<file path="src/rtl/rssb_pkg.sv">
`default_nettype none
// ============================================================================
// Module   : rssb_pkg
// Purpose  : Shared widths, FSM encodings and the result FIFO entry type.
// Revision : 1.0
// ============================================================================
package rssb_pkg;

   localparam int c_bw = 1;
   localparam int c_ww = 8;
   localparam int c_fd = 4;
   localparam int c_cw = $clog2(c_ww + 1);

   typedef logic [1:0] state_t;
   localparam state_t c_st_run   = 2'd0;
   localparam state_t c_st_flush = 2'd1;
   localparam state_t c_st_done  = 2'd2;

   typedef struct packed {
      logic            last;
      logic [c_cw-1:0] cnt;
      logic [c_ww-1:0] data;
   } res_entry_t;

endpackage
`default_nettype wire

</file>
<file path="src/rtl/rssb_sync_fifo.sv">
`default_nettype none
// ============================================================================
// Module   : rssb_sync_fifo
// Purpose  : Show-ahead synchronous FIFO; a push into a full FIFO is accepted
//            when a pop happens in the same cycle.
// Revision : 1.0
// ============================================================================
module rssb_sync_fifo #(
   parameter int WIDTH = 8,
   parameter int DEPTH = 4
) (
   input  logic             clk,
   input  logic             i_rst,
   input  logic             i_push,
   input  logic [WIDTH-1:0] i_push_data,
   input  logic             i_pop,
   output logic [WIDTH-1:0] o_head,
   output logic             o_full,
   output logic             o_empty
);

   localparam int AW = $clog2(DEPTH);
   localparam logic [AW:0] c_pone = (AW+1)'(1);

   logic [AW:0]      r_wp;
   logic [AW:0]      r_rp;
   logic [WIDTH-1:0] r_mem [DEPTH];
   logic             w_push_ok;
   logic             w_pop_ok;

   // Extra wrap bit distinguishes full from empty when the indices match.
   assign o_empty   = (r_wp == r_rp);
   assign o_full    = (r_wp[AW] != r_rp[AW]) && (r_wp[AW-1:0] == r_rp[AW-1:0]);
   assign w_pop_ok  = i_pop && !o_empty;
   assign w_push_ok = i_push && (!o_full || w_pop_ok);
   assign o_head    = r_mem[r_rp[AW-1:0]];

   always_ff @(posedge clk or negedge i_rst) begin
      if (!i_rst) begin
         r_wp <= '0;
         r_rp <= '0;
      end else begin
         if (w_push_ok) r_wp <= r_wp + c_pone;
         if (w_pop_ok)  r_rp <= r_rp + c_pone;
      end
   end

   always_ff @(posedge clk) begin
      if (w_push_ok) r_mem[r_wp[AW-1:0]] <= i_push_data;
   end

endmodule
`default_nettype wire

</file>
<file path="src/rtl/rssb_result_packer.sv">
`default_nettype none
// ============================================================================
// Module   : rssb_result_packer
// Purpose  : Packs RSSB result beats LSB-first into words, queues them and
//            flushes a final tagged entry when the CPU halts.
// Revision : 1.0
// ============================================================================
module rssb_result_packer
   import rssb_pkg::*;
#(
   parameter  int BW = c_bw,
   parameter  int WW = c_ww,
   parameter  int FD = c_fd,
   localparam int CW = $clog2(WW + 1)
) (
   input  logic          clk,
   input  logic          rst,
   input  logic          in_valid,
   input  logic [BW-1:0] in_data,
   input  logic          in_halt,
   output logic          out_valid,
   input  logic          out_ready,
   output logic [WW-1:0] out_data,
   output logic [CW-1:0] out_cnt,
   output logic          out_last,
   output logic          overflow,
   output logic          done
);

   localparam int NB  = WW / BW;
   localparam int BCW = $clog2(NB + 1);
   localparam logic [BCW-1:0] c_bone = BCW'(1);
   localparam logic [BCW-1:0] c_blast = BCW'(NB - 1);

   state_t         r_state;
   logic [BCW-1:0] r_bcnt;
   logic [WW-1:0]  r_shift;
   logic           r_overflow;
   logic           r_last_dropped;

   logic           w_run;
   logic           w_acc;
   logic           w_halt;
   logic           w_complete;
   logic           w_push;
   logic           w_pop;
   logic           w_drop;
   logic           w_full;
   logic           w_empty;
   logic [WW-1:0]  w_beat;
   logic [WW-1:0]  w_merged;
   logic [BCW-1:0] w_nbcnt;
   res_entry_t     w_push_entry;
   res_entry_t     w_head;

   assign w_run      = (r_state == c_st_run);
   assign w_acc      = w_run && in_valid;
   assign w_halt     = w_run && in_halt;
   assign w_complete = w_acc && (r_bcnt == c_blast);

   always_comb begin
      w_beat          = '0;
      w_beat[BW-1:0]  = in_data;
      w_merged        = r_shift;
      w_nbcnt         = r_bcnt;
      if (w_acc) begin
         w_merged = r_shift | (w_beat << (r_bcnt * BW));
         w_nbcnt  = w_complete ? '0 : r_bcnt + c_bone;
      end
   end

   // With nothing held the shift register is already zero, so the halt
   // marker falls out of the same path as a partial word.
   always_comb begin
      w_push_entry      = '0;
      w_push_entry.last = w_halt;
      w_push_entry.data = w_merged;
      w_push_entry.cnt  = w_complete ? CW'(WW) : CW'(w_nbcnt * BW);
   end

   assign w_push = w_complete || w_halt;
   assign w_pop  = !w_empty && out_ready;
   assign w_drop = w_push && w_full && !w_pop;

   rssb_sync_fifo #(
      .WIDTH ($bits(res_entry_t)),
      .DEPTH (FD)
   ) u_fifo (
      .clk         (clk),
      .i_rst       (rst),
      .i_push      (w_push),
      .i_push_data (w_push_entry),
      .i_pop       (w_pop),
      .o_head      (w_head),
      .o_full      (w_full),
      .o_empty     (w_empty)
   );

   always_ff @(posedge clk or negedge rst) begin
      if (!rst) begin
         r_state        <= c_st_run;
         r_bcnt         <= '0;
         r_shift        <= '0;
         r_overflow     <= 1'b0;
         r_last_dropped <= 1'b0;
      end else begin
         r_bcnt  <= w_halt ? '0 : w_nbcnt;
         r_shift <= (w_halt || w_complete) ? '0 : w_merged;
         if (w_drop) r_overflow <= 1'b1;
         case (r_state)
            c_st_run: begin
               if (w_halt) begin
                  r_state        <= c_st_flush;
                  r_last_dropped <= w_drop;
               end
            end
            c_st_flush: begin
               if ((w_pop && w_head.last) || (w_empty && r_last_dropped))
                  r_state <= c_st_done;
            end
            default: ;
         endcase
      end
   end

   assign out_valid = !w_empty;
   assign out_data  = w_empty ? '0 : w_head.data;
   assign out_cnt   = w_empty ? '0 : w_head.cnt;
   assign out_last  = !w_empty && w_head.last;
   assign overflow  = r_overflow;
   assign done      = (r_state == c_st_done);

endmodule
`default_nettype wire

</file>
<file path="config.mk">
export PLATFORM = sky130hd
export DESIGN_NAME = rssb_result_packer
export DESIGN_NICKNAME = d
export VERILOG_FILES = /design/src/rtl/rssb_pkg.sv /design/src/rtl/rssb_sync_fifo.sv /design/src/rtl/rssb_result_packer.sv
export SDC_FILE = /design/constraint.sdc
export NUM_CORES = 1
export LEC_CHECK = 0
export BUFFER_PORTS_ARGS = -buffer_cell sky130_fd_sc_hd__buf_2
export CAP_MARGIN = 40
export CORE_MARGIN = 8
export CORE_UTILIZATION = 38
export CTS_CLUSTER_DIAMETER = 30
export DETAILED_ROUTE_END_ITERATION = 16
export GPL_TIMING_DRIVEN = 0
export HOLD_SLACK_MARGIN = 0.03
export SYNTH_ARGS = -nofsm -noshare
export SYNTH_HDL_FRONTEND = slang
export SYNTH_SLANG_ARGS = --single-unit
</file>
<file path="constraint.sdc">
create_clock -name clk -period 2.3 [get_ports clk]
set_clock_uncertainty 0.1 [all_clocks]
set_input_delay 0 -clock clk [delete_from_list [all_inputs] [get_ports clk]]
set_output_delay 0 -clock clk [all_outputs]
set_load 0.005 [all_outputs]
</file>
; ---- Word level (Yosys, flattened, before mapping)
; Memories as Yosys holds them, arrays and structs flattened.
; Cells that the tools add are included.
[op_classes]
reduce_logical = 22
shifts = 1
eq_ne = 8
n_addsub = 3
n_mux = 13
bitwise_logic = 1
[op_table]
columns = operator, count
row1 = $mux W8, 3
row2 = $mux W4, 5
row3 = $logic_and A1 B1 Y1, 12
row4 = $or A8 B8 Y8, 1
row5 = $shl A1 B4 Y8, 1
row6 = $add A3 B1 Y3 const B, 2
row7 = $add A4 B1 Y4 const B, 1
row8 = $eq A4 B3 Y1 const B, 1
row9 = $mux W2, 2
row10 = $pmux W2 S2, 1
row11 = $eq A3 B3 Y1, 1
row12 = $logic_not A1 Y1, 3
row13 = $logic_or A1 B1 Y1, 3
row14 = $reduce_and A3 Y1, 1
row15 = $eq A2 B1 Y1 const B, 1
row16 = $eq A2 B2 Y1, 1
row17 = $eq A2 B2 Y1 const B, 1
row18 = $logic_not A2 Y1, 1
row19 = $mux W1, 2
row20 = $ne A2 B1 Y1 const B, 1
row21 = $ne A2 B2 Y1 const B, 1
row22 = $reduce_and A2 Y1, 1
row23 = $reduce_bool A2 Y1, 1
row24 = $ne A1 B1 Y1, 1
[totals]
ramBits = 52
reg_bits = 22
out_inout_bits = 16
inputBits = 6
n_memories = 1
[memory_table]
columns = name, words, width, read_ports, rd_clocked_by_memory_dff, wr, line
row1 = u_fifo.r_mem, 4, 13, 1, 0, 1, rssb_sync_fifo.sv:27  ; logic [WIDTH-1:0] r_mem [DEPTH];

; ---- Depth between registers and ports, before layout
[logic_depth]
ltp_word = 8
depth_mapped = 6
depth_no_buf = 5

; ---- Modules after synthesis
; From an unflattened synthesis, not the netlist that was laid out.
[hier_totals]
hier_cells = 210
area_unflattened_um2 = 3283.1
[by_module_without_submodules]
columns = mod, area_per_inst_um2, cells_each, n_inst
row1 = rssb_sync_fifo, 2341.0, 116, 1
row2 = rssb_result_packer, 942.2, 94, 1

; ---- Least setup slack after synthesis
; OpenSTA, ideal clock, no wires.
[synth_path]
kind = register to register
startpoint = register r_state[1]
endpoint = memory u_fifo.r_mem[3][0] in the netlist's numbering, enable pin
path_stages_with_launch = 4
path_slack_ns = 0.189
setup_time_ns = 0.368
arrival_time_ns = 1.643
synth_period_minus_slack_ns = 2.111
cell_sequence = dfrtp_1 -> or4b_4 -> o21ai_4 -> and3_1
[synth_between]
elab_chain_cells = 7
elab_cells_between_ends = 8
[synth_rtl]
columns = element, line
row1 = "start, declared", rssb_result_packer.sv:35  ; state_t r_state;
row2 = "start signal, assigned", rssb_result_packer.sv:101  ; r_state <= c_st_run;
row3 = "start signal, assigned", rssb_result_packer.sv:113  ; r_state <= c_st_flush;
row4 = "start signal, assigned", rssb_result_packer.sv:119  ; r_state <= c_st_done;
row5 = $logic_not A2 Y1 *, rssb_result_packer.sv:56  ; assign w_run = (r_state == c_st_run);
row6 = $logic_and A1 B1 Y1, rssb_result_packer.sv:57  ; assign w_acc = w_run && in_valid;
row7 = $logic_and A1 B1 Y1, rssb_result_packer.sv:59  ; assign w_complete = w_acc && (r_bcnt == c_blast);
row8 = $logic_or A1 B1 Y1 *, rssb_result_packer.sv:81  ; assign w_push = w_complete || w_halt;
row9 = $logic_and A1 B1 Y1 *, rssb_sync_fifo.sv:35  ; assign w_push_ok = i_push && (!o_full || w_pop_ok);
row10 = $mux W1 *, rssb_sync_fifo.sv:49  ; if (w_push_ok) r_mem[r_wp[AW-1:0]] <= i_push_data;
row11 = $mux W1 (not written as such) *, rssb_sync_fifo.sv:49
row12 = "end, declared", rssb_sync_fifo.sv:27
; Mark *: on every way between the ends. The rest lies on a longest branch, timed or not.

; ---- Worst setup path in the final report
[layout_path]
startpoint = register r_state[0]
endpoint = memory u_fifo.r_mem[2][5] in the netlist's numbering, enable pin
; The elaborated chain is that of the path after synthesis.

==> results.ini <==
[status]
status = completed

[worst_setup_path]
timing.critical_path.arrival_ns = 2.05
critical_path_peak_fanout = 13
worstSetupEndpointType = flop
timing.critical_path.from_type = flop
worstPathRequired_ns = 2.20
path_class = flop to flop

[detailed_routing]
vias_per_cell = 4.850
routed_wirelength_um = 5550
routed-via-count = 1644
drt_first_iter_violations = 58
first_pass_iters = 4
detail_route.wl_per_cell_um = 16.37
remaining_drc_errors = 0
final_antenna_net_count = 0

[logic_synthesis]
synth_area_per_cell_um2 = 16.11
synth.area.top_cells = sky130_fd_sc_hd__edfxtp_1 50%, sky130_fd_sc_hd__dfrtp_1 18%, sky130_fd_sc_hd__mux4_2 8.6%, sky130_fd_sc_hd__and2_1 4.2%, sky130_fd_sc_hd__ha_1 2.4%
synth_async_sr_flop_share_pct = 29.73
synth_top_cell_by_area = sky130_fd_sc_hd__edfxtp_1
synth_cell_type_count = 40
synth_edf_count = 52
synth-main-ff-cell = sky130_fd_sc_hd__edfxtp_1
synth.ff_latch_count = 74
synthesis.instances = 194
synth.yosys.seq_area_share_pct = 67.57
synthDominantCellAreaShare_pct = 49.96
yosysWarningCount = 0
synthesis.nets = 206
synth_area_mm2 = 0.003125

[placed_design]
pre_cts_ws_ns = -0.1712
gp_routability_congestion = 0.7000
place.detailed.hpwl_um = 3762
placement.io_buffers = 21

[sta]
fin_ws_ns = 0.1464
post-route-period-util_pct = 93.64
report.final.hold_viol_count = 0
timing.final.max_slew_violations = 0
max-slew-margin-rel_pct = 62.23
layout_min_cycle_time_ns = 2.154
report.final.setup_viol = 0
worst_margin_pin_slew_ns = 0.5665
grt_setup_unrepaired = no
maximum_operating_frequency_mhz = 464.3

[run]
cap_violations = 0

[clocking]
tritoncts_buffers = 9
cts_clock_pin_slew_for_the_worst_setup_and_hold_paths_ns = 0.07
cts.repair_timing.setup_buffer_count = 0
cts-root-to-sink-buffers = 2
cts_tree = built
root_buffer = sky130_fd_sc_hd__clkbuf_8
worst_skew_pair_later_pin_latency_ns = 0.34
cts_sinks = 74
cts.htree.levels = 3

[worst_hold_path]
hp-class = input port to asynchronous set/reset pin

[floorplan]
fp-row-count = 33
chipWidth_um = 106.7
core_region_mm2 = 0.008093
die_h_um = 106.7
start_util_pct = 38.62
io_pins = 22
die_outline_area_mm2 = 0.01138

[global_route]
groute.usage.overall_pct = 10.70
first_pass_grt_wire_length_um = 9183
grt_antenna_before_repair = 0
grt_remaining_overflow = 0
maximum_number_of_pins_on_one_net_before_global_route_repair = 23
first_global_vias = 1767

[power_and_ir_drop]
p_leak_nw = 1.433
finalPower_mw = 3.997
power_frac_clock_pct = 26.4
p_sw_share_pct = 29.61
power.share.combinational_pct = 32.0
power_switching_mw = 1.184
pwr-share-seq_pct = 41.6
ir_drop_mv = 0.3349
power_density_mw_per_mm2 = 1104
p_int_mw = 2.814

[cells_and_area]
antenna_cells = 0
layout.cells.most_common_list = 52 x sky130_fd_sc_hd__edfxtp_1, 23 x sky130_fd_sc_hd__buf_2, 22 x sky130_fd_sc_hd__dfrtp_1
syn_to_final_growth_pct = 15.81
layout.cells.most_common = sky130_fd_sc_hd__edfxtp_1
layout.nets = 241
post_route_cells_drive_above_1_share_pct = 27.78
fin_util_pct = 44.73

registers in the layout, indices dropped and copies added, names as in the netlist:
signal and cells:
u_fifo.r_mem 52, r_shift 8, r_bcnt 4, u_fifo.r_rp 3, u_fifo.r_wp 3, r_state 2
overflow 1, r_last_dropped 1
through the flow:
stage               hold slack, ns  TNS [ns]  cells  area [um2]
floorplan                  -0.3956         0    194        3126
global placement          -0.09748    -5.714    320        3362
detailed placement        -0.09474    -5.678    320        3362
CTS                        0.05436         0    339        3615
global route               0.07983         0    339        3620
finish                     0.06063         0    339        3620
Yosys cell counts, drive strengths merged (3+ instances only):
| cell | instances |
|---|---|
| a31o | 3 |
| xnor2 | 6 |
| xor2 | 3 |
| a21o | 4 |
| nand2 | 8 |
| nor2 | 7 |
| mux4 | 12 |
| inv | 7 |
| dfrtp | 22 |
| and3 | 4 |
| o21ai | 3 |
| edfxtp | 52 |
| a21oi | 5 |
| and2 | 22 |
| buf | 4 |
| mux2 | 3 |
| ha | 6 |
layout make-up:
| type | instances | area, um2 |
|---|---|---|
| clock buffer | 10 | 127.6 |
| tap | 105 | 131.4 |
| buffer | 5 | 26.28 |
| clock inverter | 6 | 81.33 |
| inverter | 7 | 26.28 |
| sequential | 74 | 2112 |
| timing repair buffer | 25 | 145.1 |
| multi-input combinational | 107 | 969.7 |
| fill | 745 | 4473 |
metal layers:
metal	vias up	routed length (um)	GRT usage, %
met1	814	2576	13.50
met5	-	0	0
met4	0	112	6.030
met3	9	203	2.460
li1	796	-	-
met2	25	2658	16.65
power groups by stage:
stage | clock network (mW) | registers (mW) | logic, mW
after floorplan | 0 | 1.67 | 0.875
after global placement | 0 | 1.69 | 1.31
after detailed placement | 0 | 1.69 | 1.32
after CTS | 1.08 | 1.66 | 1.33
after global routing | 1.13 | 1.68 | 1.46
final | 1.05 | 1.66 | 1.28
worst max-delay path, stage by stage, from the launching register on:
cell	delay, ns
sky130_fd_sc_hd__dfrtp_1	0.44
sky130_fd_sc_hd__or4b_4	0.59
sky130_fd_sc_hd__o21ai_4	0.22
sky130_fd_sc_hd__and3_2	0.46
worst paths after layout:
kind,slack [ns],to,cells past startpoint,from
max,0.15,u_fifo.r_mem[2][5],3,r_state[0]
min,0.06,u_fifo.r_rp[1],2,rst
max reg2reg,0.15,u_fifo.r_mem[2][5],3,r_state[0]
min reg2reg,0.38,r_last_dropped,2,r_last_dropped
max in group asynchronous,1.69,r_shift[4],2,rst
min in group clk,0.06,u_fifo.r_mem[1][3],2,in_data
timing repair:
item | in CTS | in global routing
endpoints found under the setup margin | 62 | 9
pin swaps | 0 | 0
hold endpoints to repair | 27 | 0
resized for setup | 5 | 3
hold buffers | 4 | 0
cells by family (layout without fill, tap and decap cells):
| group | count (synthesis) | in the layout | synth area share (%) |
|---|---|---|---|
| DFF | 74 | 74 | 67.57 |
| AOI/OAI and AO/OA | 22 | 22 | 5.285 |
| and+or+nand+nor | 53 | 53 | 10.17 |
| xor gates and xnor gates | 9 | 9 | 2.522 |
| buffers and inverters | 13 | 53 | 1.681 |
| adders and majority gates | 6 | 6 | 2.402 |
| muxes | 17 | 17 | 10.37 |
(Power assumes the default switching activity.)
